--- config.mk ---
export PLATFORM = sky130hd
export DESIGN_NAME = hsv2rgb_stream_flat
export DESIGN_NICKNAME = d
export VERILOG_FILES = /design/src/rtl/hsv2rgb_pkg.sv /design/src/rtl/hsv2rgb_stream_if.sv /design/src/rtl/hsv2rgb_lane.sv /design/src/rtl/hsv2rgb_stream.sv /design/src/flat_wrapper.sv
export SDC_FILE = /design/constraint.sdc
export NUM_CORES = 1
export LEC_CHECK = 0
export CELL_PAD_IN_SITES_DETAIL_PLACEMENT = 1
export CELL_PAD_IN_SITES_GLOBAL_PLACEMENT = 2
export CORE_ASPECT_RATIO = 0.75
export CORE_MARGIN = 1
export CORE_UTILIZATION = 35
export DETAILED_ROUTE_END_ITERATION = 6
export GPL_TIMING_DRIVEN = 0
export PLACE_DENSITY = 0.82
export SLEW_MARGIN = 20
export SYNTH_ARGS = -nofsm -noshare
export SYNTH_HDL_FRONTEND = slang
export SYNTH_SLANG_ARGS = --single-unit
--- constraint.sdc ---
create_clock -name clk -period 4.3 [get_ports clk]
set_input_delay 0.645 -clock clk [delete_from_list [all_inputs] [get_ports clk]]
set_output_delay 0.645 -clock clk [all_outputs]
set_load 0.03 [all_outputs]
--- src/rtl/hsv2rgb_pkg.sv ---
// Shared constants and helpers for the streaming HSV-to-RGB converter.
// Width-dependent constants are functions of the component width DATA_W.
package hsv2rgb_pkg;

  typedef enum logic [2:0] {
    SEC_0 = 3'd0,
    SEC_1 = 3'd1,
    SEC_2 = 3'd2,
    SEC_3 = 3'd3,
    SEC_4 = 3'd4,
    SEC_5 = 3'd5
  } sector_e;

  function automatic int sw_of(input int dw);
    return dw - 3;
  endfunction

  function automatic int sector_of(input int dw);
    return 1 << (dw - 3);
  endfunction

  // Hues at or above this value wrap back into sectors 0/1
  function automatic int hue_wrap_of(input int dw);
    return 6 * sector_of(dw);
  endfunction

  function automatic int lane_w(input int dw);
    return 3 * dw;
  endfunction

  function automatic int lane_lsb(input int dw, input int k);
    return 3 * dw * k;
  endfunction

endpackage

--- src/rtl/hsv2rgb_stream_if.sv ---
// Valid/ready stream carrying PPC packed pixels of three DATA_W components
// plus a USER_W sideband.
interface hsv2rgb_stream_if #(
  parameter int DATA_W = 8,
  parameter int PPC    = 1,
  parameter int USER_W = 2
);

  logic [3*DATA_W*PPC-1:0] data;
  logic [USER_W-1:0]       user;
  logic                    valid;
  logic                    ready;

  modport master (output data, output user, output valid, input ready);
  modport slave  (input data, input user, input valid, output ready);

endinterface

--- src/rtl/hsv2rgb_lane.sv ---
// One pixel's 4-stage HSV-to-RGB datapath, advancing only when ce is high.
// Define HSV2RGB_ROUND_EN for round-half-up on the two scaling shifts.
module hsv2rgb_lane
  import hsv2rgb_pkg::*;
#(
  parameter int DATA_W = 8
) (
  input  logic              clk,
  input  logic              resetn,
  input  logic              ce,
  input  logic [DATA_W-1:0] h,
  input  logic [DATA_W-1:0] s,
  input  logic [DATA_W-1:0] v,
  output logic [DATA_W-1:0] r,
  output logic [DATA_W-1:0] g,
  output logic [DATA_W-1:0] b
);

  localparam int SW       = sw_of(DATA_W);
  localparam int SECTOR   = sector_of(DATA_W);
  localparam int HUE_WRAP = hue_wrap_of(DATA_W);
  localparam int PW       = 3*DATA_W - 2;
  localparam int TW       = DATA_W + 2;

  logic [DATA_W-1:0]   hw;
  logic [SW-1:0]       frac;
  logic [SW:0]         f_c;
  sector_e             n_c;
  logic [DATA_W-1:0]   diff;
  logic [TW-1:0]       term;
  logic [TW-1:0]       med_sum;
  logic [DATA_W-1:0]   med_c;

  sector_e             n1, n2, n3;
  logic [SW:0]         f1;
  logic [2*DATA_W-1:0] sv1;
  logic [DATA_W-1:0]   max1, max2, max3;
  logic [DATA_W-1:0]   min2, min3, med3;
  logic [PW-1:0]       p2;

  // Falling sectors measure f from the end of the sector so f spans 0..SECTOR
  always_comb begin
    hw   = (h >= DATA_W'(HUE_WRAP)) ? h - DATA_W'(HUE_WRAP) : h;
    n_c  = sector_e'(hw[DATA_W-1:SW]);
    frac = hw[SW-1:0];
    f_c  = hw[SW] ? (SW+1)'(SECTOR) - {1'b0, frac} : {1'b0, frac};
  end

  always_comb begin
`ifdef HSV2RGB_ROUND_EN
    diff = DATA_W'(((DATA_W+1)'(({1'b0, sv1} + ((2*DATA_W+1)'(1) << (DATA_W-1))) >> DATA_W) > {1'b0, max1})
           ? max1
           : DATA_W'(({1'b0, sv1} + ((2*DATA_W+1)'(1) << (DATA_W-1))) >> DATA_W);
    term = TW'(({1'b0, p2} + ((PW+1)'(1) << (DATA_W+SW-1))) >> (DATA_W+SW));
`else
    diff = DATA_W'(sv1 >> DATA_W);
    term = TW'(p2 >> (DATA_W+SW));
`endif
    med_sum = TW'(min2) + term;
    med_c   = (med_sum > TW'(max2)) ? max2 : med_sum[DATA_W-1:0];
  end

  always_ff @(posedge clk or negedge resetn) begin
    if (!resetn) begin
      n1   <= SEC_0;
      f1   <= '0;
      sv1  <= '0;
      max1 <= '0;
      n2   <= SEC_0;
      min2 <= '0;
      max2 <= '0;
      p2   <= '0;
      n3   <= SEC_0;
      min3 <= '0;
      max3 <= '0;
      med3 <= '0;
    end else if (ce) begin
      n1   <= n_c;
      f1   <= f_c;
      sv1  <= (2*DATA_W)'(s) * (2*DATA_W)'(v);
      max1 <= v;
      n2   <= n1;
      min2 <= max1 - diff;
      max2 <= max1;
      p2   <= PW'(f1) * PW'(sv1);
      n3   <= n2;
      min3 <= min2;
      max3 <= max2;
      med3 <= med_c;
    end
  end

  always_ff @(posedge clk or negedge resetn) begin
    if (!resetn) begin
      r <= '0;
      g <= '0;
      b <= '0;
    end else if (ce) begin
      case (n3)
        SEC_0:   begin r <= max3; g <= med3; b <= min3; end
        SEC_1:   begin r <= med3; g <= max3; b <= min3; end
        SEC_2:   begin r <= min3; g <= max3; b <= med3; end
        SEC_3:   begin r <= min3; g <= med3; b <= max3; end
        SEC_4:   begin r <= med3; g <= min3; b <= max3; end
        default: begin r <= max3; g <= min3; b <= med3; end
      endcase
    end
  end

endmodule

--- src/rtl/hsv2rgb_stream.sv ---
// Streaming HSV-to-RGB converter: PPC parallel lanes, 4-cycle latency, global stall.
// Rounding of the internal shifts is selected by HSV2RGB_ROUND_EN.
module hsv2rgb_stream
  import hsv2rgb_pkg::*;
#(
  parameter int DATA_W = 8,
  parameter int PPC    = 1,
  parameter int USER_W = 2
) (
  input  logic clk,
  input  logic resetn,
  hsv2rgb_stream_if.slave  hsv_s,
  hsv2rgb_stream_if.master rgb_m
);

  localparam int LW = lane_w(DATA_W);

  logic                ce;
  logic [3:0]          vld;
  logic [USER_W-1:0]   usr [4];
  logic [DATA_W-1:0]   r_l [PPC];
  logic [DATA_W-1:0]   g_l [PPC];
  logic [DATA_W-1:0]   b_l [PPC];
  logic [LW*PPC-1:0]   rgb_data;

  // The whole pipeline freezes only when a finished beat is waiting downstream
  assign ce          = rgb_m.ready | ~vld[3];
  assign hsv_s.ready = ce;

  always_ff @(posedge clk or negedge resetn) begin
    if (!resetn) begin
      vld <= '0;
      for (int i = 0; i < 4; i++) usr[i] <= '0;
    end else if (ce) begin
      vld    <= {vld[2:0], hsv_s.valid};
      usr[0] <= hsv_s.user;
      for (int i = 1; i < 4; i++) usr[i] <= usr[i-1];
    end
  end

  for (genvar k = 0; k < PPC; k++) begin : g_lane
    hsv2rgb_lane #(.DATA_W(DATA_W)) u_lane (
      .clk    (clk),
      .resetn (resetn),
      .ce     (ce),
      .h      (hsv_s.data[lane_lsb(DATA_W, k) + 3*DATA_W - 1 -: DATA_W]),
      .s      (hsv_s.data[lane_lsb(DATA_W, k) + 2*DATA_W - 1 -: DATA_W]),
      .v      (hsv_s.data[lane_lsb(DATA_W, k) + DATA_W - 1 -: DATA_W]),
      .r      (r_l[k]),
      .g      (g_l[k]),
      .b      (b_l[k])
    );
  end

  always_comb begin
    rgb_data = '0;
    for (int k = 0; k < PPC; k++) rgb_data[LW*k +: LW] = {r_l[k], g_l[k], b_l[k]};
  end

  assign rgb_m.data  = rgb_data;
  assign rgb_m.valid = vld[3];
  assign rgb_m.user  = usr[3];

endmodule

--- src/flat_wrapper.sv ---
// flat-port wrapper written by rule: the top's interface ports become plain ports
module hsv2rgb_stream_flat import hsv2rgb_pkg::*;
#(
  parameter int DATA_W = 8,
  parameter int PPC    = 1,
  parameter int USER_W = 2
)
  (clk, resetn, hsv_s_data, hsv_s_user, hsv_s_valid, hsv_s_ready, rgb_m_data, rgb_m_user, rgb_m_valid, rgb_m_ready);
  hsv2rgb_stream_if #(.DATA_W(DATA_W), .PPC(PPC), .USER_W(USER_W)) hsv_s_i ();
  hsv2rgb_stream_if #(.DATA_W(DATA_W), .PPC(PPC), .USER_W(USER_W)) rgb_m_i ();
  input  logic clk;
  input  logic resetn;
  input wire logic [$bits(hsv_s_i.data)-1:0] hsv_s_data;
  input wire logic [$bits(hsv_s_i.user)-1:0] hsv_s_user;
  input wire logic [$bits(hsv_s_i.valid)-1:0] hsv_s_valid;
  output wire logic [$bits(hsv_s_i.ready)-1:0] hsv_s_ready;
  output wire logic [$bits(rgb_m_i.data)-1:0] rgb_m_data;
  output wire logic [$bits(rgb_m_i.user)-1:0] rgb_m_user;
  output wire logic [$bits(rgb_m_i.valid)-1:0] rgb_m_valid;
  input wire logic [$bits(rgb_m_i.ready)-1:0] rgb_m_ready;
  assign hsv_s_i.data = hsv_s_data;
  assign hsv_s_i.user = hsv_s_user;
  assign hsv_s_i.valid = hsv_s_valid;
  assign hsv_s_ready = hsv_s_i.ready;
  assign rgb_m_data = rgb_m_i.data;
  assign rgb_m_user = rgb_m_i.user;
  assign rgb_m_valid = rgb_m_i.valid;
  assign rgb_m_i.ready = rgb_m_ready;
  hsv2rgb_stream #(.DATA_W(DATA_W), .PPC(PPC), .USER_W(USER_W)) u_core (.clk(clk), .resetn(resetn), .hsv_s(hsv_s_i), .rgb_m(rgb_m_i));
endmodule
# ---- Word-level counts from Yosys, hierarchy flattened
# Cells that the tools add are included.
# W data, S select, Z words.
dict set report totals {
  word_cells 47
  reg_bits 137
}
dict set report classes {
  n_reduce_logical 7
  n_eq_ne 4
  magnitude_cmp 2
  add_sub_neg 4
  mul 2
  bitwise_logic 2
  n_mux 6
}
# operator n
set ops {}
lappend ops {{$pmux W8 S2} 3}
lappend ops {{$mul A6 B16 Y22} 1}
lappend ops {{$mul A8 B8 Y16} 1}
lappend ops {{$mux W8} 2}
lappend ops {{$reduce_or A2 Y1} 6}
lappend ops {{$add A8 B9 Y10} 1}
lappend ops {{$gt A10 B8 Y1} 1}
lappend ops {{$ge A8 B8 Y1 const B} 1}
lappend ops {{$sub A8 B8 Y8} 1}
lappend ops {{$sub A8 B8 Y8 const B} 1}
lappend ops {{$eq A3 B2 Y1 const B} 2}
lappend ops {{$mux W6} 1}
lappend ops {{$sub A6 B5 Y6 const A} 1}
lappend ops {{$eq A3 B1 Y1 const B} 1}
lappend ops {{$eq A3 B3 Y1 const B} 1}
lappend ops {{$logic_not A3 Y1} 1}
lappend ops {{$not A1 Y1} 1}
lappend ops {{$or A1 B1 Y1} 1}

# ---- Logic depth before layout (Yosys ltp)
dict set report depth {
  ltp_word 4
  mapped_depth 17
  ltp_nobuf 17
}

# ---- Cells and area by module
# Synthesis repeated with hierarchy kept, for this count alone.
dict set report unflattened {
  hier_cells 1185
  hier_area_um2 11310.8
}
# mod area_each_um2 n_inst cells_each
set by_module_without_submodules {}
lappend by_module_without_submodules {hsv2rgb_lane 10809.1 1 1157}
lappend by_module_without_submodules {hsv2rgb_stream 501.7 1 28}

# ---- Worst setup path after synthesis
# Ideal clock, no wire load.
dict set report synth_path {
  kind {input -> register}
  startpoint {input hsv_s_data[7]}
  endpoint {register u_core.g_lane[0].u_lane.sv1[13]}
  setup_slack_ns -0.038
  t_required_ns 4.167
  path_buffers 0
  t_arrival_ns 4.205
  path_stages 14
  cell_sequence {and2_1 fa_1 fa_1 fa_1 inv_1 fa_1 inv_1 ha_1 o21a_1 nor2_1 a21oi_1 a221oi_1 xor2_1 o21ai_0}
}
dict set report synth_between {
  elab_chain_cells 1
}
# element line
set synth_rtl {}
lappend synth_rtl {{from (decl)} flat_wrapper.sv:13} ;# input wire logic [$bits(hsv_s_i.data)-1:0] hsv_s_data;
lappend synth_rtl {{$mul A8 B8 Y16} hsv2rgb_lane.sv:80} ;# sv1 <= (2*DATA_W)'(s) * (2*DATA_W)'(v);
lappend synth_rtl {{to (signal assigned)} hsv2rgb_lane.sv:80}
lappend synth_rtl {{to (decl)} hsv2rgb_lane.sv:36} ;# logic [2*DATA_W-1:0] sv1;
# Every way passes these cells.
# A chain may end at the register's enable or synchronous reset.

# ---- Worst setup path in the final report
dict set report layout_path {
  startpoint {register u_core.g_lane[0].u_lane.f1[2]}
  endpoint {register u_core.g_lane[0].u_lane.p2[21]}
}
dict set report layout_between {
  elab_chain_cells 1
}
# element line
set layout_rtl {}
lappend layout_rtl {{from (decl)} hsv2rgb_lane.sv:35} ;# logic [SW:0] f1;
lappend layout_rtl {{from (signal assigned)} hsv2rgb_lane.sv:66} ;# f1 <= '0;
lappend layout_rtl {{from (signal assigned)} hsv2rgb_lane.sv:79} ;# f1 <= f_c;
lappend layout_rtl {{$mul A6 B16 Y22} hsv2rgb_lane.sv:85} ;# p2 <= PW'(f1) * PW'(sv1);
lappend layout_rtl {{to (signal assigned)} hsv2rgb_lane.sv:85}
lappend layout_rtl {{to (decl)} hsv2rgb_lane.sv:39} ;# logic [PW-1:0] p2;
# Every way passes these cells.

==> metrics.txt <==
status=finished clean; cell taking the most area after synthesis=dfrtp_1; nets=between 1500 and 2000; routed vias/inst=between 5 and 6; PortBufs=57; final setup margin=approximately 36 ps; relative slew slack=0.443; Synth Register Bits=124; synthesized area per cell=slightly below 9 sq um; FILL cells=approximately 3500; count leader, synth=nand2_1; Core ar.=roughly 30000 sq um; n_diodes=0; fin crit period=4260 ps; Worst Path Required=around 4600 ps; GRT Util Overall=0.219; antenna violations before repair=0; Final Hold Vio Count=0; critical path class=flip-flop to flip-flop; Final Non-Filler Cells=between 1500 and 2000; initial core utilization=0.359; Synth-to-Final Area Change=19.0%; clock latency on the worst-skew pair=~430 ps; Ys Warns=0; Synth Net Count=roughly 1400; routed vias=8927; sequential-to-total area share from yosys stat=0.285; share of layout cells above drive strength 1=0.107; Worst EP arrival=about 4600 ps; die width=~210 um; unrepaired setup endpoints after global routing=yes; Netlist cell types=51; clk slew on worst S/H paths=around 60 ps; DP HPWL=between 20000 and 25000 um; Hold Buf Count CTS=0; area of the die=31800 sq um; Worst Hold Class=input port to async pin; slack of the worst reg-to-reg path=~36 ps; synth top area cells=dfrtp_1 29%, fa_1 17%, ha_1 10%; prevailing post-synth register cell=dfrtp_1; WL final=between 30000 and 40000 um; pre-CTS worst setup slack=-1170 ps; Final Slew Violations=0; Die Ht=about 150 um; highest clock rate=about 230 MHz; Max-Cap Viols=0; CTS Root Cell=clkbuf_16; CP endpoint kind=flip-flop; Placer Congestion=between 0.8 and 0.9; ys async rst share=1.00; residual DRC count=0; Hold WS=~120 ps; CTS tree=yes; IO Count=just under 60; # H-tree levels=4; CTS max path bufs=2; DR iter-0 viols=506; DRT Pass-1 Iters=5; multi-input logic area=between 7000 and 8000 sq um; first-pass GRT wire length=about 53000 um; Final Core Density=0.427; cts bufs inserted=17; largest net degree at the start of global routing=between 70 and 80; Syn Inst Count=1219; number of enable flip-flop cells after synthesis=0; cell row count=55; Tcrit/Tclk final=0.992; total clock sinks=approximately 120; Synth top cells by count=212 x nand2_1, 144 x inv_1, 135 x and2_1; R2R cell count=15; dpl cells=1676; endpoints failing setup=0; startpoint types=flip-flop; grt ovf=0; Worst Skew=roughly 8.0 ps; post-synth top area share=0.285; post-route ant nets=0; Worst Tran Pin Value=roughly 830 ps; Critical Path Fanout Max=6; cell area after synthesis=10900 sq um; FF/Latch Area=between 3000 and 4000 sq um; routed len/inst=18.9 um; vias in the first global route=about 9700
layout by cell type (no fill, tap or decap), types with 17 or more instances in the layout:
cell type and n:
a21oi_1 52, and2_1 127, nor2_1 51, fa_1 94, clkdlybuf4s50_1 40, o21ai_0 59
inv_1 139, dfrtp_1 114, xnor2_1 17, clkbuf_1 38, nand2_1 212, a221oi_1 24
clkbuf_16 17, ha_1 78, mux2i_1 18
worst max-delay path, stage by stage (launching register included):
cell and delay [ps]:
dfrtp_2 420, buf_8 140, and2_4 140, fa_1 550, inv_1 60, fa_1 480
fa_1 540, inv_2 50, ha_4 260, and4_1 160, nand4_1 140, a31oi_4 210
a311o_2 370, a21oi_4 100, or4b_1 480, o2111ai_1 90
metal layers:
layer | vias up | routed length, um | global-route usage | part of all wire
met1 | 4606 | 16900 | 0.332 | 0.52
met3 | 20 | 1240 | 0.0295 | 0.038
met5 | - | 0 | 0 | 0
li1 | 4148 | - | - | -
met2 | 153 | 14200 | 0.329 | 0.44
met4 | 0 | 306 | 0.0441 | 0.0094
area by class of cell:
type / count / area share
clock inverter: 14 / 0.0105
buffer: 51 / 0.0204
clock buffer: 18 / 0.0339
timing repair buffer: 74 / 0.0533
tap: 399 / 0.0385
inverter: 145 / 0.0420
sequential: 124 / 0.241
multi-input combinational: 899 / 0.561
stage by stage:
step                      instance area, sq um  setup TNS (ps)
final                                    13000               0
after global routing                     13000            -741
after floorplan                          10900               0
after global placement                   12000         -336840
after CTS                                12800           -47.3
after detailed placement                 12000          -11580
worst paths after layout:
kind	start	end
max	u_core.g_lane[0].u_lane.f1[2]	u_core.g_lane[0].u_lane.p2[21]
min	resetn	u_core.g_lane[0].u_lane.r[3]
max reg2reg	u_core.g_lane[0].u_lane.f1[2]	u_core.g_lane[0].u_lane.p2[21]
min reg2reg	u_core.vld[2]	u_core.vld[2]
max in group asynchronous	resetn	u_core.g_lane[0].u_lane.sv1[8]
min in group clk	u_core.vld[2]	u_core.vld[2]
cells by family after synthesis:
logic type,Yosys count,synth area share
and+or+nand+nor,456,0.201
muxes,26,0.0248
buffers and inverters,196,0.0683
DFF,124,0.285
adders and majority gates,181,0.273
xor gates and xnor gates,35,0.0282
AOI/OAI and AO/OA,201,0.119
state kept, by name (all words and copies together) (netlist names), 3 cells and up:
signal,count
u_core.g_lane.u_lane.med3,8
u_core.usr,6
u_core.g_lane.u_lane.r,8
u_core.g_lane.u_lane.g,8
u_core.g_lane.u_lane.sv1,16
u_core.g_lane.u_lane.f1,6
u_core.g_lane.u_lane.max3,8
u_core.g_lane.u_lane.n3,3
u_core.g_lane.u_lane.max2,8
u_core.g_lane.u_lane.min2,8
u_core.g_lane.u_lane.n1,3
u_core.g_lane.u_lane.b,8
u_core.vld,4
u_core.g_lane.u_lane.min3,8
u_core.g_lane.u_lane.n2,3
u_core.g_lane.u_lane.p2,9
u_core.g_lane.u_lane.max1,8
what timing repair did:
action,CTS,global route
endpoints found under the setup margin,18,19
resized for setup,111,53
pin swaps,32,26
buffers inserted,12,4
Power is left out: the tool's default activity adds up to more than one toggle a clock period on the data nets, which glitch-free logic cannot reach.
